`config.mk`:
```
export PLATFORM = sky130hd
export DESIGN_NAME = video_fetch_timing
export DESIGN_NICKNAME = d
export VERILOG_FILES = /design/src/rtl/video_timing_pkg.sv /design/src/rtl/video_sync_counter.sv /design/src/rtl/video_fetch_timing.sv
export SDC_FILE = /design/constraint.sdc
export NUM_CORES = 1
export LEC_CHECK = 0
export ABC_AREA = 1
export CORE_MARGIN = 2
export CORE_UTILIZATION = 58
export CTS_CLUSTER_SIZE = 14
export DETAILED_ROUTE_END_ITERATION = 10
export GPL_ROUTABILITY_DRIVEN = 1
export PLACE_DENSITY = 0.85
export SLEW_MARGIN = 20
export SYNTH_ARGS = -nofsm -noshare
export SYNTH_HDL_FRONTEND = slang
export SYNTH_SLANG_ARGS = --single-unit
```
`constraint.sdc`:
```
create_clock -name clk_pixel -period 4.6 [get_ports clk_pixel]
set_input_delay 0.92 -clock clk_pixel [delete_from_list [all_inputs] [get_ports clk_pixel]]
set_output_delay 0.92 -clock clk_pixel [all_outputs]
set_load 0.01 [all_outputs]
```
`src/rtl/video_timing_pkg.sv`:
```
// Shared timing presets, decode struct and packing helpers for the video
// timing family (fetch/unpack front end and future timing-only blocks).
package video_timing_pkg;

    // Counter width; every frame dimension must fit below 2**CNT_W.
    localparam int CNT_W = 12;

    typedef struct packed {
        int res_x;
        int h_front;
        int h_pulse;
        int h_back;
        int res_y;
        int v_front;
        int v_pulse;
        int v_back;
        int h_pol;
        int v_pol;
    } timing_preset_t;

    localparam timing_preset_t TIMING_640X480_60 = '{
        res_x: 640, h_front: 16, h_pulse: 96,  h_back: 48,
        res_y: 480, v_front: 10, v_pulse: 2,   v_back: 33,
        h_pol: 0,   v_pol: 0
    };

    localparam timing_preset_t TIMING_800X600_60 = '{
        res_x: 800, h_front: 40, h_pulse: 128, h_back: 88,
        res_y: 600, v_front: 1,  v_pulse: 4,   v_back: 23,
        h_pol: 1,   v_pol: 1
    };

    // Per-clock decode of the raster position.
    typedef struct packed {
        logic fetch_area;
        logic visible_line;
        logic hsync_act;
        logic vsync_act;
    } sync_decode_t;

    function automatic int ppw_of(input int word_bits, input int bpp);
        return word_bits / bpp;
    endfunction

    function automatic int span_of(input int word_bits, input int bpp, input int dbl_x);
        return ppw_of(word_bits, bpp) * (1 + dbl_x);
    endfunction

    function automatic bit bpp_legal(input int bpp);
        return (bpp == 1) || (bpp == 2) || (bpp == 4) || (bpp == 8) || (bpp == 16);
    endfunction

endpackage

```
`src/rtl/video_sync_counter.sv`:
```
// Raster position counters (cx/cy) with visible-area and sync-window decode.
// Frame size is the sum of the visible area and the three porch/pulse terms.
module video_sync_counter
    import video_timing_pkg::*;
#(
    parameter int resolution_x      = 640,
    parameter int hsync_front_porch = 16,
    parameter int hsync_pulse       = 96,
    parameter int hsync_back_porch  = 48,
    parameter int resolution_y      = 480,
    parameter int vsync_front_porch = 10,
    parameter int vsync_pulse       = 2,
    parameter int vsync_back_porch  = 33
) (
    input  logic             clk_pixel,
    input  logic             rst_n,
    output logic [CNT_W-1:0] cx,
    output logic [CNT_W-1:0] cy,
    output sync_decode_t     decode
);

    localparam int frame_x = resolution_x + hsync_front_porch + hsync_pulse + hsync_back_porch;
    localparam int frame_y = resolution_y + vsync_front_porch + vsync_pulse + vsync_back_porch;

    localparam logic [CNT_W-1:0] cx_last  = CNT_W'(frame_x - 1);
    localparam logic [CNT_W-1:0] cy_last  = CNT_W'(frame_y - 1);
    localparam logic [CNT_W-1:0] res_x_c  = CNT_W'(resolution_x);
    localparam logic [CNT_W-1:0] res_y_c  = CNT_W'(resolution_y);
    localparam logic [CNT_W-1:0] hs_start = CNT_W'(resolution_x + hsync_front_porch);
    localparam logic [CNT_W-1:0] hs_end   = CNT_W'(resolution_x + hsync_front_porch + hsync_pulse);
    localparam logic [CNT_W-1:0] vs_start = CNT_W'(resolution_y + vsync_front_porch);
    localparam logic [CNT_W-1:0] vs_end   = CNT_W'(resolution_y + vsync_front_porch + vsync_pulse);

    if (frame_x >= (1 << CNT_W) || frame_y >= (1 << CNT_W)) begin : g_bad_frame
        $error("video_sync_counter: frame dimensions exceed counter width");
    end

    logic [CNT_W-1:0] cx_q, cx_d;
    logic [CNT_W-1:0] cy_q, cy_d;

    always_comb begin
        cx_d = cx_q + CNT_W'(1);
        cy_d = cy_q;
        if (cx_q == cx_last) begin
            cx_d = '0;
            cy_d = (cy_q == cy_last) ? '0 : cy_q + CNT_W'(1);
        end
    end

    always_ff @(posedge clk_pixel or negedge rst_n) begin
        if (!rst_n) begin
            cx_q <= '0;
            cy_q <= '0;
        end else begin
            cx_q <= cx_d;
            cy_q <= cy_d;
        end
    end

    always_comb begin
        decode.visible_line = (cy_q < res_y_c);
        decode.fetch_area   = (cx_q < res_x_c) && (cy_q < res_y_c);
        decode.hsync_act    = (cx_q >= hs_start) && (cx_q < hs_end);
        decode.vsync_act    = (cy_q >= vs_start) && (cy_q < vs_end);
    end

    assign cx = cx_q;
    assign cy = cy_q;

endmodule

```
`src/rtl/video_fetch_timing.sv`:
```
// Video timing generator and packed-word pixel unpacker: fetch strobe, shift
// register, underrun flag and the registered, mutually aligned video outputs.
module video_fetch_timing
    import video_timing_pkg::*;
#(
    parameter int resolution_x      = TIMING_640X480_60.res_x,
    parameter int hsync_front_porch = TIMING_640X480_60.h_front,
    parameter int hsync_pulse       = TIMING_640X480_60.h_pulse,
    parameter int hsync_back_porch  = TIMING_640X480_60.h_back,
    parameter int resolution_y      = TIMING_640X480_60.res_y,
    parameter int vsync_front_porch = TIMING_640X480_60.v_front,
    parameter int vsync_pulse       = TIMING_640X480_60.v_pulse,
    parameter int vsync_back_porch  = TIMING_640X480_60.v_back,
    parameter int hsync_polarity    = TIMING_640X480_60.h_pol,
    parameter int vsync_polarity    = TIMING_640X480_60.v_pol,
    parameter int word_bits         = 32,
    parameter int bpp               = 4,
    parameter int dbl_x             = 0,
    parameter int dbl_y             = 0
) (
    input  logic                 clk_pixel,
    input  logic                 rst_n,
    input  logic [word_bits-1:0] word_data,
    input  logic                 word_valid,
    output logic                 fetch_next,
    output logic                 line_repeat,
    output logic                 frame_start,
    input  logic                 underrun_clr,
    output logic                 underrun,
    output logic                 vga_hsync,
    output logic                 vga_vsync,
    output logic                 vga_de,
    output logic [bpp-1:0]       pixel
);

    localparam int span = span_of(word_bits, bpp, dbl_x);
    localparam logic [CNT_W-1:0] span_c = CNT_W'(span);
    localparam logic hs_on = 1'(hsync_polarity);
    localparam logic vs_on = 1'(vsync_polarity);

    if (!bpp_legal(bpp) || (word_bits % bpp) != 0 || (resolution_x % span) != 0) begin : g_bad_cfg
        $error("video_fetch_timing: illegal bpp / word_bits / resolution_x combination");
    end

    logic [CNT_W-1:0] cx, cy;
    sync_decode_t     dec;

    video_sync_counter #(
        .resolution_x      (resolution_x),
        .hsync_front_porch (hsync_front_porch),
        .hsync_pulse       (hsync_pulse),
        .hsync_back_porch  (hsync_back_porch),
        .resolution_y      (resolution_y),
        .vsync_front_porch (vsync_front_porch),
        .vsync_pulse       (vsync_pulse),
        .vsync_back_porch  (vsync_back_porch)
    ) u_sync_counter (
        .clk_pixel (clk_pixel),
        .rst_n     (rst_n),
        .cx        (cx),
        .cy        (cy),
        .decode    (dec)
    );

    logic                 fetch_raw;
    logic                 shift_en;
    logic [word_bits-1:0] sr_q, sr_d;
    logic [bpp-1:0]       pixel_q, pixel_d;
    logic                 vga_de_q, vga_de_d;
    logic                 vga_hsync_q, vga_hsync_d;
    logic                 vga_vsync_q, vga_vsync_d;
    logic                 frame_start_q, frame_start_d;
    logic                 line_repeat_q, line_repeat_d;
    logic                 underrun_q, underrun_d;

    assign fetch_raw  = dec.fetch_area && ((cx % span_c) == '0);
    assign fetch_next = fetch_raw && rst_n;

    // A doubled pixel advances on the even clock that follows its odd (second) clock.
    assign shift_en = dec.fetch_area && !fetch_raw && ((dbl_x == 0) || !cx[0]);

    always_comb begin
        sr_d = sr_q;
        if (fetch_raw) begin
            sr_d = word_valid ? word_data : '0;
        end else if (shift_en) begin
            sr_d = sr_q >> bpp;
        end
    end

    always_comb begin
        pixel_d       = dec.fetch_area ? sr_d[bpp-1:0] : '0;
        vga_de_d      = dec.fetch_area;
        vga_hsync_d   = dec.hsync_act ? hs_on : ~hs_on;
        vga_vsync_d   = dec.vsync_act ? vs_on : ~vs_on;
        frame_start_d = dec.fetch_area && (cx == '0) && (cy == '0);
        line_repeat_d = (dbl_y != 0) && dec.hsync_act && !cy[0] && dec.visible_line;
        // A new underrun wins over a clear arriving on the same clock.
        underrun_d    = (fetch_raw && !word_valid) || (underrun_q && !underrun_clr);
    end

    always_ff @(posedge clk_pixel or negedge rst_n) begin
        if (!rst_n) begin
            sr_q          <= '0;
            pixel_q       <= '0;
            vga_de_q      <= 1'b0;
            vga_hsync_q   <= ~hs_on;
            vga_vsync_q   <= ~vs_on;
            frame_start_q <= 1'b0;
            line_repeat_q <= 1'b0;
            underrun_q    <= 1'b0;
        end else begin
            sr_q          <= sr_d;
            pixel_q       <= pixel_d;
            vga_de_q      <= vga_de_d;
            vga_hsync_q   <= vga_hsync_d;
            vga_vsync_q   <= vga_vsync_d;
            frame_start_q <= frame_start_d;
            line_repeat_q <= line_repeat_d;
            underrun_q    <= underrun_d;
        end
    end

    assign pixel       = pixel_q;
    assign vga_de      = vga_de_q;
    assign vga_hsync   = vga_hsync_q;
    assign vga_vsync   = vga_vsync_q;
    assign frame_start = frame_start_q;
    assign line_repeat = line_repeat_q;
    assign underrun    = underrun_q;

endmodule

```
# Yosys cells after proc, flatten, opt, wreduce, memory -nomap -nowiden
# Index checks and enable logic that the tools add are counted.
dict set report op_classes {
  n_addsub 2
  magnitude_cmp 6
  eq_ne 2
  muxes 8
  reduce_logical 18
}
# op n
set ops {}
lappend ops {{2-to-1 mux 32 bit} 3}
lappend ops {{logical NOT 12 bit} 3}
lappend ops {{adder 12 x 1 -> 12 bit, second input constant} 2}
lappend ops {{== test 12 x 10 -> 1 bit, second input constant} 2}
lappend ops {{less-than comparator 12 x 10 -> 1 bit, second input constant} 2}
lappend ops {{less-than comparator 12 x 9 -> 1 bit, second input constant} 2}
lappend ops {{2-to-1 mux 12 bit} 2}
lappend ops {{>= comparator 12 x 10 -> 1 bit, second input constant} 1}
lappend ops {{>= comparator 12 x 9 -> 1 bit, second input constant} 1}
lappend ops {{logical AND 1 bit} 10}
lappend ops {{2-to-1 mux 4 bit} 1}
lappend ops {{logical NOT 1 bit} 3}
lappend ops {{2-to-1 mux 1 bit} 2}
lappend ops {{nonzero test 2 bit} 1}
lappend ops {{logical OR 1 bit} 1}
dict set report totals {
  reg_bits 65
  input_bits 36
  elab_cells 46
}

# Depth between registers and ports, before layout
dict set report depth {
  ltp_word 8
  ltp_mapped 10
  depth_no_buf 9
}

# By module
# Synthesis repeated with hierarchy kept, for this count alone.
dict set report unflattened {
  cells_unflattened 456
  hier_area_um2 3425.8
}
# mod n_inst cells_each area_each_um2 seq_area_each_um2
set by_module_without_submodules {}
lappend by_module_without_submodules {video_fetch_timing 1 266 1999.4 928.4}
lappend by_module_without_submodules {video_sync_counter 1 190 1426.4 600.6}

# Worst setup path after synthesis
# No wires, ideal clock.
dict set report synth_timing {
  path_kind {flip-flop to output port}
  from {register u_sync_counter.cx_q[0], in the netlist u_sync_counter.cx[0]}
  to {output fetch_next}
  t_arrival_ns 1.258
  setup_slack_ns 2.422
  path_stages_with_launch 8
  cell_sequence {dfrtp_1 inv_1 ha_1 inv_1 or2_2 clkinv_1 nand4_4 nor2_1}
}
dict set report synth_between {
  elab_chain_cells 4
  word_cells_on_any_way 5
  cone_classes {1 x order compare; 4 x reduce/logical}
}
# item line
set synth_lines {}
lappend synth_lines {{from (decl)} video_sync_counter.sv:38} ;# logic [CNT_W-1:0] cx_q, cx_d;
lappend synth_lines {{from (signal assigned)} video_sync_counter.sv:52} ;# cx_q <= '0;
lappend synth_lines {{from (signal assigned)} video_sync_counter.sv:55} ;# cx_q <= cx_d;
lappend synth_lines {{less-than comparator 12 x 10 -> 1 bit} video_sync_counter.sv:62} ;# decode.fetch_area = (cx_q < res_x_c) && (cy_q < res_y_c);
lappend synth_lines {{logical AND 1 bit} video_sync_counter.sv:62}
lappend synth_lines {{logical AND 1 bit *} video_fetch_timing.sv:76} ;# assign fetch_raw = dec.fetch_area && ((cx % span_c) == '0);
lappend synth_lines {{logical AND 1 bit *} video_fetch_timing.sv:77} ;# assign fetch_next = fetch_raw && rst_n;
lappend synth_lines {{to (decl)} video_fetch_timing.sv:25} ;# output logic fetch_next,
# Every way passes the cells marked *; elsewhere a longest branch is shown, timed or not.

# Worst setup path in the final report
# Ends and elaborated chain as after synthesis.

==> metrics.txt <==
initial drt markers 213; hold-fix buffers at CTS 0; drt wl/cell 12.6 microns; slowest cell on the critical path clkdlybuf4s50_1; routed via count 2551; die area 5840 sq um; CP startpoint u_sync_counter.cx[0]; Synth Area in XOR/XNOR 0.0317; first-pass GRT wire length 10.8 mm; commonest non-fill, non-tap cells in the layout 115 x nand2_1, 61 x dfrtp_1, 44 x clkdlybuf4s50_1; fin crit share 0.677; clk_lat worst skew 0.34 ns; CP Buf/Inv Count 4; critical-path cell list inv_1 > ha_1 > inv_1 > or2_2 > clkinv_1 > nand4_4 > nor2_1 > clkdlybuf4s50_1; cell count after synthesis 368; # diodes 0; clock tree from TritonCTS yes; grt total ovfl 0; commonest non-fill, non-tap cell in the layout nand2_1; port bufs 45; max-cap violations 0; TritonRoute pass-1 iters 5; nets@finish 454; Worst-path clk slew 0.07 ns; largest family of logic cells by synthesized area simple AND/OR/NAND/NOR gates; clk sink count 63; Max-slew headroom 0.491; HPWL Detailed 4.16 mm; routed vias/inst 5.22; yosys warns 0; io pins 47; Fillers 378; final setup skew 0.00804 ns; Non-Filler Instances 489; Data arrival, critical path 2.19 ns; compound-gate portion of the synthesized area 0.0580; Clock Tree Buf Depth 2; register area share after synthesis 0.519; Die Width 76.4 microns; Slew Viols, Final 0; initial antenna violation count 0; Layout area overhead 21.9%; post-synthesis cell type count 35; worst min-delay path class flip-flop to flip-flop; Crit path top cell by count inv_1; Post-Synth Simple-Gate Area 0.292; final setup vio count 0; crit path max fanout 5; Required @ worst endpoint 3.68 ns; multiplexer share of the synthesized area 0; worst slew pin tran 0.764 ns; Die Y 76.4 microns; outcome completed; setup TNS 0 ns; placed cells 473; minimum clock period 3.11 ns; slowest cell delay on critical path 0.54 ns; post-synthesis net count 408; Synth Cell Area 3040 sq um; Post-Synth Adder-Cell Area 0.0164; synthesis-stage register bit count 63; DRC 0; drt total wl 6.19 mm; VDD IR max 257 uV; GRT Overall Usage 0.234; Hold Vio Cnt, Final 0; Max Fclk 321 MHz; TritonCTS Buffers 9; Clk Tree Root Cell clkbuf_8; vias in the first global route 2412; Leakage 1.76 nW; PD cells 300 nW/um^2; H-tree lvl count 3; RSZ-0062 raised after global routing no; origin of the critical flop-to-flop path u_sync_counter.cx[0]; layout cell share with drive strength beyond 1 0.0692; global placement routability congestion 0.814; post_cts resized 0; element type at the critical path start flip-flop; HP Start sr_q[28]; Core Area 5070 sq um; delay-heaviest family, CP buffers and inverters; Post-Syn Area per Cell 8.27 sq um; CP Capture Type primary output; starting density of the core 0.600; largest net degree at the start of global routing 64; WS Path Type flip-flop to primary output; Setup Buffers After CTS 0; Final ANT Viol Nets 0; row cnt 26
[cells in the mapped netlist]
master,number,share of area
nand2_1,115,0.14
dfrtp_1,61,0.50
inv_1,42,0.052
nand3_1,32,0.053
nor2_1,24,0.030
o21ai_0,17,0.028
xor2_1,10,0.029
nand4_1,8,0.016
nor3_1,8,0.013
buf_2,6,0.0099
a21oi_1,5,0.0082
ha_1,4,0.016
a22oi_1,3,0.0074
inv_2,3,0.0037
nor4_1,3,0.0062
buf_4,2,0.0049
buf_6,2,0.0074
clkinv_1,2,0.0025
dfstp_2,2,0.017
nor2_2,2,0.0041
nor2_4,2,0.0074
o22ai_1,2,0.0041
a211oi_1,1,0.0025
a311oi_1,1,0.0029
clkbuf_1,1,0.0012
conb_1,1,0.0012
nand2_2,1,0.0021
nand3_2,1,0.0033
nand3b_1,1,0.0025
nand4_2,1,0.0041
nand4_4,1,0.0070
o211ai_1,1,0.0025
o31ai_1,1,0.0025
or2_2,1,0.0021
xnor2_1,1,0.0029
[logic make-up after synthesis]
group                      count (synthesis)
AOI/OAI and AO/OA                         31
xor gates and xnor gates                  11
adders and majority gates                  4
buffers and inverters                     58
DFF                                       63
other                                      1
and+or+nand+nor                          200
[through the flow]
stage / power (W) / hold slack (ns) / setup slack, ns / instance area (sq um) / util
2_1_floorplan: 0.000602 / 0.449 / 2.42 / 3040 / -
3_3_place_gp: 0.000650 / 0.463 / 1.87 / 3510 / 0.692
3_5_place_dp: 0.000651 / 0.465 / 1.86 / 3510 / 0.692
4_1_cts: 0.00112 / 0.484 / 1.49 / 3700 / 0.730
5_1_grt: 0.00115 / 0.518 / 1.40 / 3710 / 0.731
6_report: 0.00111 / 0.484 / 1.49 / 3710 / 0.731
[final timing paths]
kind | end | slack, ns | depth (start not counted)
min in group asynchronous | u_sync_counter.cx[9] | 0.79 | 2
max in group asynchronous | u_sync_counter.cx[6] | 3.30 | 2
worst max-delay path | fetch_next | 1.49 | 8
worst min-delay path | sr_q[28] | 0.48 | 2
worst max register to register | u_sync_counter.cx[10] | 2.33 | 8
worst min register to register | sr_q[28] | 0.48 | 2
[layout make-up]
cell class | count | area (sq um) | area share
Clock inverter | 3 | 42.5 | 0.0115
Sequential cell | 63 | 1580 | 0.426
Multi-Input combinational cell | 247 | 1220 | 0.329
Timing Repair Buffer | 46 | 453 | 0.122
Tap cell | 70 | 87.6 | 0.0236
Inverter | 47 | 176 | 0.0476
Clock buffer | 13 | 149 | 0.0401
[worst register-to-register path: cells and delay by family (launching register included)]
family | cells | cell delay, ns
buf+inv | 3 | 0.67
simple gates | 2 | 0.49
flops | 1 | 0.42
compound gates | 2 | 0.38
fa+ha+maj | 1 | 0.25
[sequential cells by signal (all words and copies together) (netlist names)]
signal,count
u_sync_counter.cx,12
frame_start,1
pixel,4
u_sync_counter.cy,12
vga_de,1
sr_q,30
vga_hsync,1
underrun,1
vga_vsync,1
[layer usage]
layer / vias up / global-route usage / part of all wire
met3: 14 / 0.0545 / 0.056
li1: 1262 / - / -
met1: 1191 / 0.317 / 0.45
met4: 0 / 0.109 / 0.016
met2: 84 / 0.358 / 0.48
met5: - / 0 / 0
[power by group]
part	internal (W)	switching (W)	leakage, nW	total [W]
registers	0.000569	0.00000763	0.814	0.000577
logic	0.0000376	0.0000259	0.856	0.0000636
clock network	0.000265	0.000207	0.0936	0.000472
No activity file was read; power rests on OpenSTA's default activity.
